[src/rtl/delay_scan_ctrl.sv]
// delay_scan_ctrl: steps a DRP delay stage across a tap range and reports,
// per tap, the commanded tap, the readback tap and the ones count of the delayed data.
module delay_scan_ctrl #(
    parameter int TAP_W       = 9,
    parameter int CNT_W       = 16,
    parameter int SETTLE_CYC  = 8,
    parameter int TIMEOUT_CYC = 1023
) (
    input  logic             clk,
    input  logic             rst_n,
    input  logic             start,
    input  logic             abort,
    input  logic [TAP_W-1:0] cfg_start_tap,
    input  logic [TAP_W-1:0] cfg_end_tap,
    input  logic [TAP_W-1:0] cfg_step,
    input  logic [CNT_W-1:0] cfg_samples,
    output logic             drp_change,
    output logic             drp_read,
    output logic [TAP_W-1:0] drp_delay,
    input  logic             drp_done,
    input  logic [TAP_W-1:0] drp_delay_rb,
    input  logic             sample_in,
    output logic             res_valid,
    input  logic             res_ready,
    output logic [TAP_W-1:0] res_tap,
    output logic [TAP_W-1:0] res_rb,
    output logic [CNT_W-1:0] res_ones,
    output logic             busy,
    output logic             sweep_done,
    output logic             err_timeout,
    output logic             err_cfg
);
    localparam int TMO_W = $clog2(TIMEOUT_CYC + 1);

    typedef enum logic [2:0] {IDLE, ISSUE, WAIT_DONE, SETTLE, SAMPLE, REPORT, NEXT, FINISH} state_t;

    state_t           state;
    logic [TAP_W-1:0] tap, end_tap, step;
    logic [CNT_W-1:0] samples, cnt, ones_inc;
    logic [TMO_W-1:0] tmo;
    logic [TAP_W:0]   sum;

    // one extra bit so a step past the top of the tap range ends the sweep
    assign sum      = {1'b0, tap} + {1'b0, step};
    assign ones_inc = (&res_ones) ? res_ones : res_ones + CNT_W'(sample_in);
    assign drp_read = 1'b0;

    always_ff @(posedge clk) begin
        if (!rst_n) begin
            state       <= IDLE;
            tap         <= '0;
            end_tap     <= '0;
            step        <= '0;
            samples     <= '0;
            cnt         <= '0;
            tmo         <= '0;
            drp_change  <= 1'b0;
            drp_delay   <= '0;
            res_valid   <= 1'b0;
            res_tap     <= '0;
            res_rb      <= '0;
            res_ones    <= '0;
            busy        <= 1'b0;
            sweep_done  <= 1'b0;
            err_timeout <= 1'b0;
            err_cfg     <= 1'b0;
        end else begin
            drp_change <= 1'b0;
            sweep_done <= 1'b0;
            case (state)
                IDLE: if (start) begin
                    if (cfg_end_tap < cfg_start_tap) begin
                        err_cfg <= 1'b1;
                    end else begin
                        err_cfg     <= 1'b0;
                        err_timeout <= 1'b0;
                        tap         <= cfg_start_tap;
                        drp_delay   <= cfg_start_tap;
                        drp_change  <= 1'b1;
                        end_tap     <= cfg_end_tap;
                        step        <= (cfg_step == '0) ? TAP_W'(1) : cfg_step;
                        samples     <= (cfg_samples == '0) ? CNT_W'(1) : cfg_samples;
                        busy        <= 1'b1;
                        state       <= ISSUE;
                    end
                end
                ISSUE: begin
                    tmo   <= '0;
                    state <= WAIT_DONE;
                end
                // done takes priority over a timeout landing in the same cycle
                WAIT_DONE: if (drp_done) begin
                    res_rb <= drp_delay_rb;
                    cnt    <= '0;
                    state  <= SETTLE;
                end else if (tmo == TMO_W'(TIMEOUT_CYC - 1)) begin
                    err_timeout <= 1'b1;
                    busy        <= 1'b0;
                    state       <= IDLE;
                end else begin
                    tmo <= tmo + TMO_W'(1);
                end
                SETTLE: if (cnt == CNT_W'(SETTLE_CYC - 1)) begin
                    cnt      <= '0;
                    res_ones <= '0;
                    state    <= SAMPLE;
                end else begin
                    cnt <= cnt + CNT_W'(1);
                end
                SAMPLE: begin
                    res_ones <= ones_inc;
                    cnt      <= cnt + CNT_W'(1);
                    if (cnt == samples - CNT_W'(1)) begin
                        res_tap   <= tap;
                        res_valid <= 1'b1;
                        state     <= REPORT;
                    end
                end
                REPORT: if (res_ready) begin
                    res_valid <= 1'b0;
                    state     <= NEXT;
                end
                NEXT: if (abort || sum > {1'b0, end_tap}) begin
                    sweep_done <= 1'b1;
                    state      <= FINISH;
                end else begin
                    tap        <= sum[TAP_W-1:0];
                    drp_delay  <= sum[TAP_W-1:0];
                    drp_change <= 1'b1;
                    state      <= ISSUE;
                end
                FINISH: begin
                    busy  <= 1'b0;
                    state <= IDLE;
                end
                default: state <= IDLE;
            endcase
        end
    end
endmodule

[config.mk]
export PLATFORM = sky130hd
export DESIGN_NAME = delay_scan_ctrl
export DESIGN_NICKNAME = d
export VERILOG_FILES = /design/src/rtl/delay_scan_ctrl.sv
export SDC_FILE = /design/constraint.sdc
export NUM_CORES = 1
export LEC_CHECK = 0
export ABC_AREA = 1
export CORE_UTILIZATION = 58
export CTS_CLUSTER_DIAMETER = 100
export DETAILED_ROUTE_END_ITERATION = 6
export GPL_ROUTABILITY_DRIVEN = 0
export PLACE_DENSITY = 0.86
export SKIP_CTS_REPAIR_TIMING = 1
export SLEW_MARGIN = 20
export SYNTH_ARGS = -nofsm -noshare
export SYNTH_HDL_FRONTEND = slang
export SYNTH_SLANG_ARGS = --single-unit
[constraint.sdc]
create_clock -name clk -period 6.1 [get_ports clk]
set_input_delay 1.83 -clock clk [delete_from_list [all_inputs] [get_ports clk]]
set_output_delay 1.83 -clock clk [all_outputs]
set_load 0.005 [all_outputs]
==> qor.yml <==
run_status:
  outcome: "finished clean"
pwr:
  p_sw_uw: 669.2
  peakVddDrop_v: 0.0002018
  p_clk_share_pct: 26.3
  pwr_density_cell_nw_per_um2: 244.4
  combinationalPowerShare_pct: 30.7
  cell_internal_pwr_mw: 1.261
  total_power_mw: 1.930
  seq_power_share_pct: 43.0
  p_leak_nw: 3.302
  p_sw_share_pct: 34.67
global_routing:
  grt_pass1_vias: 6079
  grt.overflow.total: 0
  antenna_found_initial: 0
  grt_first_pass_wirelength_mm: 28.06
  grt_util_all_layers_pct: 30.80
  grt_start_max_net_pins: 51
routing:
  wl_mm: 17.31
  via_count: 6610
  viasPerCell: 5.481
  wl_per_cell_um: 14.35
  first_pass_iters: 5
  drc: 0
  postRouteAntennaNets: 0
  drt-initial-drc-count: 497
yosys:
  ys_ff_latch: 112
  synthXorXnorAreaFrac_pct: 2.949
  synth_nets: 1057
  synth_top_family_by_area: "simple AND/OR/NAND/NOR gates"
  syn_avg_cell_area_um2: 6.771
  synth_top_cell_area_share_pct: 34.32
  synth-simple-area-share_pct: 32.55
  synth.yosys.warnings: 0
  yosys-top-cells-count: "nand2_1, nor2_1, inv_1"
  synth_compound_area_share_pct: 14.27
  ys_seq_area_share_pct: 34.32
  synth.distinct_cells: 49
  ys_top_cells_by_area: "dfxtp_1, nand2_1, nor2_1"
  synth-edff-count: 0
  yosysMostFrequentCell: "nand2_1"
  synth_area_um2: 6534
  synth_fa_ha_area_share_pct: 6.434
  synth-main-ff-cell: "dfxtp_1"
  synthArstFlopShare_pct: 0
  yosysTopAreaCell: "dfxtp_1"
  muxShareOfSynthArea_pct: 0
  synthCells: 965
worst_setup_path:
  max_stage_delay_ns: 0.62
  cp.arrival_ns: 4.39
  path_cells: "clkdlybuf4s50_1 -> inv_1 -> ha_1 -> a21oi_1 -> o21ai_0 -> nand2_1 -> o2111ai_1 -> nand2_1 -> clkinv_1 -> o21ai_0 -> a21oi_1"
  critPathKind: "in -> reg"
  cp.required_ns: 6.38
  cp-end-kind: "register"
  cp_slowest_cell: "clkinv_1"
  cp_num_buf_inv: 3
  crit_path_start_kind: "input pin"
  path_max_fanout: 28
  crit_family: "buffers and inverters"
die:
  die_y_um: 108.1
  initial_core_util_pct: 60.01
  die-area_um2: 11690
  coreArea_um2: 10890
  io_pins: 109
  die_x_um: 108.1
  std_cell_rows: 38
sta:
  hold_violations: 0
  worst_pin_slew_ns: 0.9323
  rsz0062_at_grt: "false"
  max_freq_mhz: 243.0
  fin_setup_tns_ns: 0
  worst_hold_slack_ns: 0.4608
  relSlewSlack_pct: 37.78
  drv_slew: 0
  clock_skew_ns: 0.01018
  fin_crit_sh_pct: 67.45
  fin_crit_ns: 4.115
  setup_viol: 0
layout:
  fin_cells: 1206
  n_antenna_cell: 0
  nets: 1153
  area_delta_synth_final_pct: 20.85
  fill_cells: 928
  final_util_pct: 72.52
  drive_gt1_share_pct: 6.191
clocking:
  cts.sinks: 112
  numCtsBuffers: 9
  clockBufferDepth: 2
  cts_tree: "done"
  insertion_delay_ns: 0.41
  htree_levels: 3
  cts.root.buffer_cell: "clkbuf_8"
  clkTransAtPathRegs_ns: 0.11
placement:
  io_buffers: 107
  hpwl_mm: 13.24
  placed_cells: 1190
hold_path:
  hold_path.class: "reg -> reg"
job:
  maxCapViolCount: 0
stage by stage:
step | setup slack [ns] | area [um^2]
5_1_grt | 1.741 | 7896
4_1_cts | 2.039 | 7896
2_1_floorplan | 2.759 | 6534
3_5_place_dp | 1.650 | 7666
3_3_place_gp | 1.753 | 7666
6_report | 1.986 | 7896
final timing paths:
| kind | startpoint | to | slack, ns | depth (start not counted) |
|---|---|---|---|---|
| worst max-delay path | cfg_start_tap[4] | step[1]$_SDFFE_PN0P_ | 1.99 | 11 |
| worst min-delay path | err_timeout$_SDFFE_PN0P_ | err_timeout$_SDFFE_PN0P_ | 0.46 | 2 |
| worst max register to register | tap[0]$_SDFFE_PN0P_ | tap[6]$_SDFFE_PN0P_ | 2.20 | 21 |
| worst min register to register | err_timeout$_SDFFE_PN0P_ | err_timeout$_SDFFE_PN0P_ | 0.46 | 2 |
logic make-up (layout without fill, tap and decap cells):
family                     count (synthesis)  after routing
and+or+nand+nor                          469            469
AOI/OAI and AO/OA                        173            173
buffers and inverters                    155            256
DFF                                      112            112
adders and majority gates                 33             33
xor gates and xnor gates                  22             22
other                                      1              1
cells in the final DEF (no fill, tap or decap), drive strengths merged, types with 2 or more instances in the layout:
cell type,Yosys,final
a211oi,3,3
a21oi,72,72
a31oi,2,2
and3,3,3
buf,12,3
bufinv,0,2
clkbuf,12,10
clkdlybuf4s50,0,106
clkinv,3,5
clkinvlp,0,2
dfxtp,112,112
ha,32,32
inv,128,128
nand2,201,201
nand3,54,54
nand3b,3,3
nand4,13,13
nor2,149,149
nor3,28,28
nor3b,2,2
nor4,15,15
o21ai,86,86
o31ai,2,2
xnor2,8,8
xor2,14,14
sequential cells by signal, indices dropped and copies added, names as in the netlist, 10 cells and up:
register	count
cnt	16
res_ones	16
samples	16
tmo	10
power groups by stage:
stage                     clock [mW]  sequential (mW)  combinational [mW]
after CTS                      0.512            0.829               0.587
after global placement             0            0.845               0.568
after detailed placement           0            0.844               0.583
after floorplan                    0            0.832               0.400
final                          0.507            0.830               0.593
after global routing           0.542            0.837               0.665
worst reg2reg max path, cell delays in order (launching register included):
cell and delay, ns:
dfxtp_1 0.42, ha_1 0.19, inv_1 0.06, fa_1 0.40
o21ai_0 0.39, a21oi_1 0.11, o21ai_0 0.22, xor2_1 0.31
inv_1 0.10, ha_1 0.28, nand2_1 0.08, inv_1 0.04
nand2_1 0.05, nand2_1 0.04, nand2_1 0.05, nand2_1 0.05
nand2_1 0.07, nand3_1 0.17, o21ai_2 0.40, inv_2 0.17
nor2_1 0.14, nor2_1 0.06
layout make-up:
cell class	instances	area, um^2	area share [%]
clock buffers	10	137.6	1.743
clock inverters	6	92.59	1.173
inverters	131	491.7	6.227
multi-input cells	698	3676	46.55
flip-flops and latches	112	2242	28.39
well taps	140	175.2	2.218
repair buffers	109	1081	13.69
metal layers:
| metal | global-route usage (%) | wire length [um] |
|---|---|---|
| met1 | 39.08 | 7661 |
| met2 | 49.41 | 7696 |
| met3 | 8.861 | 1466 |
| met4 | 11.55 | 484 |
| met5 | 0 | 0 |
(Power assumes the default switching activity.)
